<file path="src/rtl/sw_select.sv">
// sw_select: 2-flop sync and debounce of a mode button and 4 switches; each button press steps a one-hot destination select.
// Latency: debounced values DEB_CYCLES+2 cycles after a raw change settles; adress DEB_CYCLES+3 cycles after a press begins.
// Backpressure: none, free-running with outputs valid every cycle. Define SW_SELECT_TIMEOUT_EN to add the idle return-to-default.
module sw_select #(
  parameter int DEB_CYCLES     = 16,
  parameter int TIMEOUT_CYCLES = 1000
) (
  input  logic       clk,
  input  logic       rst,
  input  logic       btn_mode,
  input  logic [3:0] sw_raw,
  output logic [3:0] adress,
  output logic [3:0] sw_out,
  output logic       sel_pulse
);

  localparam logic [7:0] DEB_LAST = 8'(DEB_CYCLES - 1);

  typedef enum logic [2:0] {
    ST_DEF = 3'd0,
    ST_S1  = 3'd1,
    ST_S2  = 3'd2,
    ST_S3  = 3'd3,
    ST_S4  = 3'd4
  } state_t;

  // s1/s2 form the synchronizer; s3 is the synced value one cycle earlier
  logic       btn_s1_q, btn_s2_q, btn_s3_q;
  logic [3:0] sw_s1_q, sw_s2_q, sw_s3_q;
  logic [7:0] btn_cnt_q, btn_cnt_d;
  logic [7:0] sw_cnt_q, sw_cnt_d;
  logic       btn_deb_q, btn_deb_d, btn_deb_prev_q;
  logic [3:0] sw_deb_q, sw_deb_d;
  logic       press;
  logic       timeout;
  state_t     state_q, state_d;
  logic [3:0] adress_q, adress_d;
  logic       sel_pulse_q;

  // Synchronizer chains for the raw asynchronous inputs
  always_ff @(posedge clk) begin
    if (rst) begin
      btn_s1_q <= 1'b0;
      btn_s2_q <= 1'b0;
      btn_s3_q <= 1'b0;
      sw_s1_q  <= 4'b0000;
      sw_s2_q  <= 4'b0000;
      sw_s3_q  <= 4'b0000;
    end else begin
      btn_s1_q <= btn_mode;
      btn_s2_q <= btn_s1_q;
      btn_s3_q <= btn_s2_q;
      sw_s1_q  <= sw_raw;
      sw_s2_q  <= sw_s1_q;
      sw_s3_q  <= sw_s2_q;
    end
  end

  // Button debounce: count only while the synced value is new and unchanged
  always_comb begin
    btn_cnt_d = '0;
    btn_deb_d = btn_deb_q;
    if ((btn_s2_q != btn_deb_q) && (btn_s2_q == btn_s3_q)) begin
      if (btn_cnt_q == DEB_LAST) btn_deb_d = btn_s2_q;
      else                       btn_cnt_d = btn_cnt_q + 8'd1;
    end
  end

  // Switch debounce: whole vector at once, any bit change restarts the count
  always_comb begin
    sw_cnt_d = '0;
    sw_deb_d = sw_deb_q;
    if ((sw_s2_q != sw_deb_q) && (sw_s2_q == sw_s3_q)) begin
      if (sw_cnt_q == DEB_LAST) sw_deb_d = sw_s2_q;
      else                      sw_cnt_d = sw_cnt_q + 8'd1;
    end
  end

  // Debounce state registers
  always_ff @(posedge clk) begin
    if (rst) begin
      btn_cnt_q      <= '0;
      sw_cnt_q       <= '0;
      btn_deb_q      <= 1'b0;
      btn_deb_prev_q <= 1'b0;
      sw_deb_q       <= 4'b0000;
    end else begin
      btn_cnt_q      <= btn_cnt_d;
      sw_cnt_q       <= sw_cnt_d;
      btn_deb_q      <= btn_deb_d;
      btn_deb_prev_q <= btn_deb_q;
      sw_deb_q       <= sw_deb_d;
    end
  end

  // A press is the 0->1 edge of the debounced button; release does nothing
  assign press = btn_deb_q & ~btn_deb_prev_q;

`ifdef SW_SELECT_TIMEOUT_EN
  localparam logic [15:0] TMO_LAST = 16'(TIMEOUT_CYCLES - 1);

  logic [15:0] idle_q, idle_d;

  assign timeout = (state_q != ST_DEF) && (idle_q == TMO_LAST);

  // Idle counter: parked at 0 in DEF, cleared by a press or timeout, else counts
  always_comb begin
    idle_d = '0;
    if ((state_q != ST_DEF) && !press && !timeout) idle_d = idle_q + 16'd1;
  end

  // Idle counter register
  always_ff @(posedge clk) begin
    if (rst) idle_q <= '0;
    else     idle_q <= idle_d;
  end
`else
  logic [15:0] unused_timeout_cfg;

  assign timeout            = 1'b0;
  assign unused_timeout_cfg = 16'(TIMEOUT_CYCLES);
`endif

  // Next state: a press advances (and beats a simultaneous timeout); unknown codes fall back to DEF
  always_comb begin
    state_d = state_q;
    case (state_q)
      ST_DEF:  if (press) state_d = ST_S1;
      ST_S1:   state_d = press ? ST_S2  : (timeout ? ST_DEF : ST_S1);
      ST_S2:   state_d = press ? ST_S3  : (timeout ? ST_DEF : ST_S2);
      ST_S3:   state_d = press ? ST_S4  : (timeout ? ST_DEF : ST_S3);
      ST_S4:   state_d = (press || timeout) ? ST_DEF : ST_S4;
      default: state_d = ST_DEF;
    endcase
  end

  // Output code decoded from the next state so adress moves on the same edge as the state
  always_comb begin
    adress_d = 4'b0000;
    case (state_d)
      ST_S1:   adress_d = 4'b0001;
      ST_S2:   adress_d = 4'b0010;
      ST_S3:   adress_d = 4'b0100;
      ST_S4:   adress_d = 4'b1000;
      default: adress_d = 4'b0000;
    endcase
  end

  // State, registered select and its change strobe
  always_ff @(posedge clk) begin
    if (rst) begin
      state_q     <= ST_DEF;
      adress_q    <= 4'b0000;
      sel_pulse_q <= 1'b0;
    end else begin
      state_q     <= state_d;
      adress_q    <= adress_d;
      sel_pulse_q <= (adress_d != adress_q);
    end
  end

  assign adress    = adress_q;
  assign sw_out    = sw_deb_q;
  assign sel_pulse = sel_pulse_q;

endmodule

</file>
<file path="config.mk">
export PLATFORM = sky130hd
export DESIGN_NAME = sw_select
export DESIGN_NICKNAME = d
export VERILOG_FILES = /design/src/rtl/sw_select.sv
export SDC_FILE = /design/constraint.sdc
export NUM_CORES = 1
export LEC_CHECK = 0
export CORE_UTILIZATION = 59
export DETAILED_ROUTE_END_ITERATION = 16
export PLACE_DENSITY_LB_ADDON = 0.15
export SYNTH_ARGS = -nofsm -noshare
export SYNTH_HDL_FRONTEND = slang
export SYNTH_SLANG_ARGS = --single-unit
export TNS_END_PERCENT = 10
</file>
<file path="constraint.sdc">
create_clock -name clk -period 3.85 [get_ports clk]
set_input_delay 0.9625 -clock clk [delete_from_list [all_inputs] [get_ports clk]]
set_output_delay 0.9625 -clock clk [all_outputs]
set_load 0.1 [all_outputs]
</file>
# Yosys cells after proc, flatten, opt, wreduce, memory -nomap -nowiden
# Index checks and enable logic that the tools add are counted.
word_totals:
  input_bits: 7
  ff_bits: 45
  mem_count: 0
  mem_bits_rw: 0
  out_inout_bits: 9
  romBits: 0
  latchBits: 0
  elab_cells: 49
classes:
  multipliers: 0
  n_shift: 0
  div_mod_pow: 0
  n_eq_ne: 15
  reduce_logical: 7
  magnitude_cmp: 0
  bitwise_logic: 4
  muxes: 7
  add_sub_neg: 2
ops:
  columns: ["op", "n"]
  rows:
  - ["$add A8 B1 Y8 const B", 2]
  - ["$eq A8 B4 Y1 const B", 2]
  - ["$pmux W4 S4", 1]
  - ["$pmux W3 S5", 1]
  - ["$eq A3 B2 Y1 const B", 4]
  - ["$mux W3", 3]
  - ["$ne A4 B4 Y1", 2]
  - ["$eq A3 B1 Y1 const B", 2]
  - ["$eq A3 B3 Y1 const B", 2]
  - ["$reduce_or A3 Y1", 2]
  - ["$eq A4 B4 Y1", 1]
  - ["$reduce_and A2 Y1", 2]
  - ["$logic_not A3 Y1", 1]
  - ["$not A1 Y1", 3]
  - ["$logic_and A1 B1 Y1", 2]
  - ["$mux W2", 1]
  - ["$and A1 B1 Y1", 1]
  - ["$eq A1 B1 Y1", 1]
  - ["$mux W1", 1]
  - ["$ne A1 B1 Y1", 1]

# Depth between registers and ports, before layout
depth:
  word_depth: 7
  mapped_depth: 6
  ltp_nobuf: 5

# Least setup slack after synthesis
# No wires, ideal clock.
synth_timing:
  path_type: "flip-flop to output port"
  start: "reg adress_q[2] (netlist: adress[2])"
  end: "out adress[2]"
  t_arrival_ns: 0.957
  slack_ns: 1.930
  required_time_ns: 2.888
  stages_incl_launch_ff: 1
  path_buffers: 0
  path_cell_list: "dfxtp_1"
synth_lines:
  columns: ["item", "line_no", "source"]
  rows:
  - ["start, declared", "37", "logic [3:0] adress_q, adress_d;"]
  - ["start signal, assigned", "157", "adress_q <= adress_d;"]
  - ["end, declared", "12", "output logic [3:0] adress,"]
# No word-level cell between the ends.

# Worst setup path in the final report
layout_timing:
  start: "reg adress_q[2] (netlist: adress[2])"
  end: "out adress[2]"
# No word-level cell between the ends.

==> results.json <==
{
  "synth_adder_area_share": 0.0145,
  "start_util": 0.627,
  "yosys.area_share.simple": 0.253,
  "synth_cell_type_count": 36,
  "min_path_type": "reg2reg",
  "synth_mux_area_frac": 0.0297,
  "finalPower_uw": 728,
  "dieArea_sq_um": 3150,
  "power_density_nw_per_um2": 373,
  "path_cells": "clkdlybuf4s50_1",
  "ys_ff_latch": 45,
  "worst_slew_pin_slew_ns": 0.979,
  "port_buffers": 15,
  "setup_violations": 0,
  "worstSkewPairLatency_ns": 0.34,
  "slowest_stage": "clkdlybuf4s50_1",
  "detail-route-antenna-nets": 0,
  "grt.overflow.total": 0,
  "clock-sinks": 45,
  "status": "finished, final reports clean",
  "relSlewSlack": 0.345,
  "row_count": 19,
  "fin_nets": 201,
  "rsz0062_at_grt": "false",
  "root_buffer": "clkbuf_4",
  "endpoint_kind": "primary output",
  "gp_congestion": 0.813,
  "fp.dieH_microns": 56.1,
  "synth_cells": 175,
  "wl_per_cell_microns": 12.4,
  "peakVddDrop_v": 0.000436,
  "io_pins": 16,
  "post-route-min-period_ns": 2.85,
  "fin_tns_setup_ns": 0,
  "async_flop_share": 0,
  "fmax_mhz": 350,
  "crit_fanout": 4,
  "num_antenna_cells": 0,
  "path_clk_slew_ns": 0.13,
  "clock_skew_ns": 0.0107,
  "dpl.hpwl_microns": 1980,
  "synth_top_family_by_area": "simple AND/OR/NAND/NOR gates",
  "grt_usage": 0.199,
  "path_buf_inv": 1,
  "layout-area-overhead-vs-synth_pct": 13.0,
  "num_vias": 1234,
  "wl_microns": 2790,
  "grt_pass1_vias": 1223,
  "crit_family": "buffers and inverters",
  "final.fill_count": 217,
  "critical-path-max-stage-delay_ns": 1.15,
  "crit_required_ns": 2.89,
  "drv_cap": 0,
  "synth.yosys.seq_area_share": 0.521,
  "arrival_ns": 1.89,
  "synth_compound_area_frac": 0.0529,
  "hold_buffers": 0,
  "cts.htree.levels": 2,
  "avgSynthCellArea_sq_um": 9.87,
  "die_w_microns": 56.1,
  "postCtsSetupBuffers": 0,
  "syn_nets": 184,
  "synth_edf_count": 0,
  "fin_crit_sh": 0.741,
  "drtIter0Drc": 55,
  "synth_ff_type": "dfxtp_1",
  "yosys_warnings": 0,
  "core_sq_um": 2760,
  "numCtsBuffers": 5,
  "cts_tree": "done",
  "synth_area_sq_um": 1730,
  "worstSetupStartpointType": "flop",
  "power.leakage_nw": 0.714,
  "firstDrtPassIters": 4,
  "path_class": "reg2out",
  "antenna_found_initial": 0,
  "grt_pass1_wl_microns": 4970,
  "clk_path_buf_depth": 2,
  "drt-vias-per-instance": 5.51,
  "drive_gt1_frac": 0.0725,
  "hold_viol": 0,
  "final_max_slew_viol_count": 0,
  "cts_resized": 0,
  "grt_max_degree": 30,
  "synth_xor_area_frac": 0.106,
  "route.detailed.drc": 0
}
-- state kept, by name, indices dropped and copies added (netlist names), 3 cells and up --
signal	cells
sw_cnt_q	8
sw_s3_q	4
adress	4
sw_s2_q	4
sw_out	4
state_q	3
btn_cnt_q	8
sw_s1_q	4
-- where the power goes --
part           internal (mW)  switching [mW]  total [mW]
Combinational         0.0143          0.0110      0.0253
Sequential             0.473         0.00469       0.478
Clock                 0.0725           0.152       0.225
Total                  0.560           0.168       0.728
-- area by class of cell --
type                    instances  area [sq um]  area share
clock inverters                 3          21.3      0.0109
repair buffers                 16           158      0.0807
inverters                       2          7.51     0.00384
well taps                      31          38.8      0.0199
flip-flops and latches         45           901       0.461
multi-input cells             122           790       0.404
clock buffers                   5          37.5      0.0192
-- cell usage in the layout (no fill, tap or decap), types with 2 or more instances in the layout --
cell and instances:
mux2i_1 4, o21ai_0 4, nand3b_1 2, clkdlybuf4s50_1 15, xnor2_1 9, nor2_1 25, nor3b_1 3, o21ba_2 2
nor2b_1 20, ha_1 2, clkbuf_4 5, and3_1 4, nor4_1 3, nand2_1 4, xor2_1 12, nand3_1 8
inv_1 2, a21oi_1 4, dfxtp_1 45
-- logic make-up (layout without fill, tap and decap cells) --
group                    count (synthesis)  count (layout)
XOR/XNOR                                21              21
buffers and inverters                    8              26
AND/OR/NAND/NOR                         80              80
adder cells (fa/ha/maj)                  2               2
AO/OA/AOI/OAI                           14              14
flip-flops                              45              45
multiplexers                             5               5
-- cells in the mapped netlist (2+ instances only) --
cell	n	area, sq um
dfxtp_1	45	901
nor2_1	25	93.8
nor2b_1	20	125
xor2_1	12	105
xnor2_1	9	78.8
nand3_1	8	40.0
a21oi_1	4	20.0
and3_1	4	25.0
clkbuf_1	4	15.0
mux2i_1	4	40.0
nand2_1	4	15.0
o21ai_0	4	20.0
nor3b_1	3	22.5
nor4_1	3	18.8
ha_1	2	25.0
inv_1	2	7.51
nand3b_1	2	15.0
o21ba_2	2	20.0
-- path summary, 6_finish.rpt --
check	cells after the start	end	slack [ns]	from
setup / recovery	1	adress[2]	1.0	adress[2]
hold / removal	1	sw_s2_q[2]	0.45	sw_s1_q[2]
setup reg to reg	5	sw_out[3]	2.21	sw_s2_q[0]
hold reg to reg	1	sw_s2_q[2]	0.45	sw_s1_q[2]
-- per-layer routing --
metal	part of all wire	vias up	wire length [microns]	track usage
met1	0.45	581	1260	0.241
met5	0	-	0	0
met2	0.49	32	1380	0.347
met3	0.046	4	128	0.0488
li1	-	617	-	-
met4	0.0079	0	22	0.0662
-- stage by stage --
| stage | area (sq um) | cells | util | hold slack (ns) | worst slack (ns) |
|---|---|---|---|---|---|
| after floorplan | 1730 | 175 | - | 0.414 | 1.93 |
| after global placement | 1890 | 216 | 0.687 | 0.418 | 1.41 |
| after detailed placement | 1890 | 216 | 0.687 | 0.423 | 1.38 |
| after CTS | 1950 | 224 | 0.708 | 0.454 | 0.974 |
| after global routing | 1950 | 224 | 0.708 | 0.462 | 0.939 |
| final | 1950 | 224 | 0.708 | 0.453 | 0.996 |
Power figures use the tool's default switching activity.
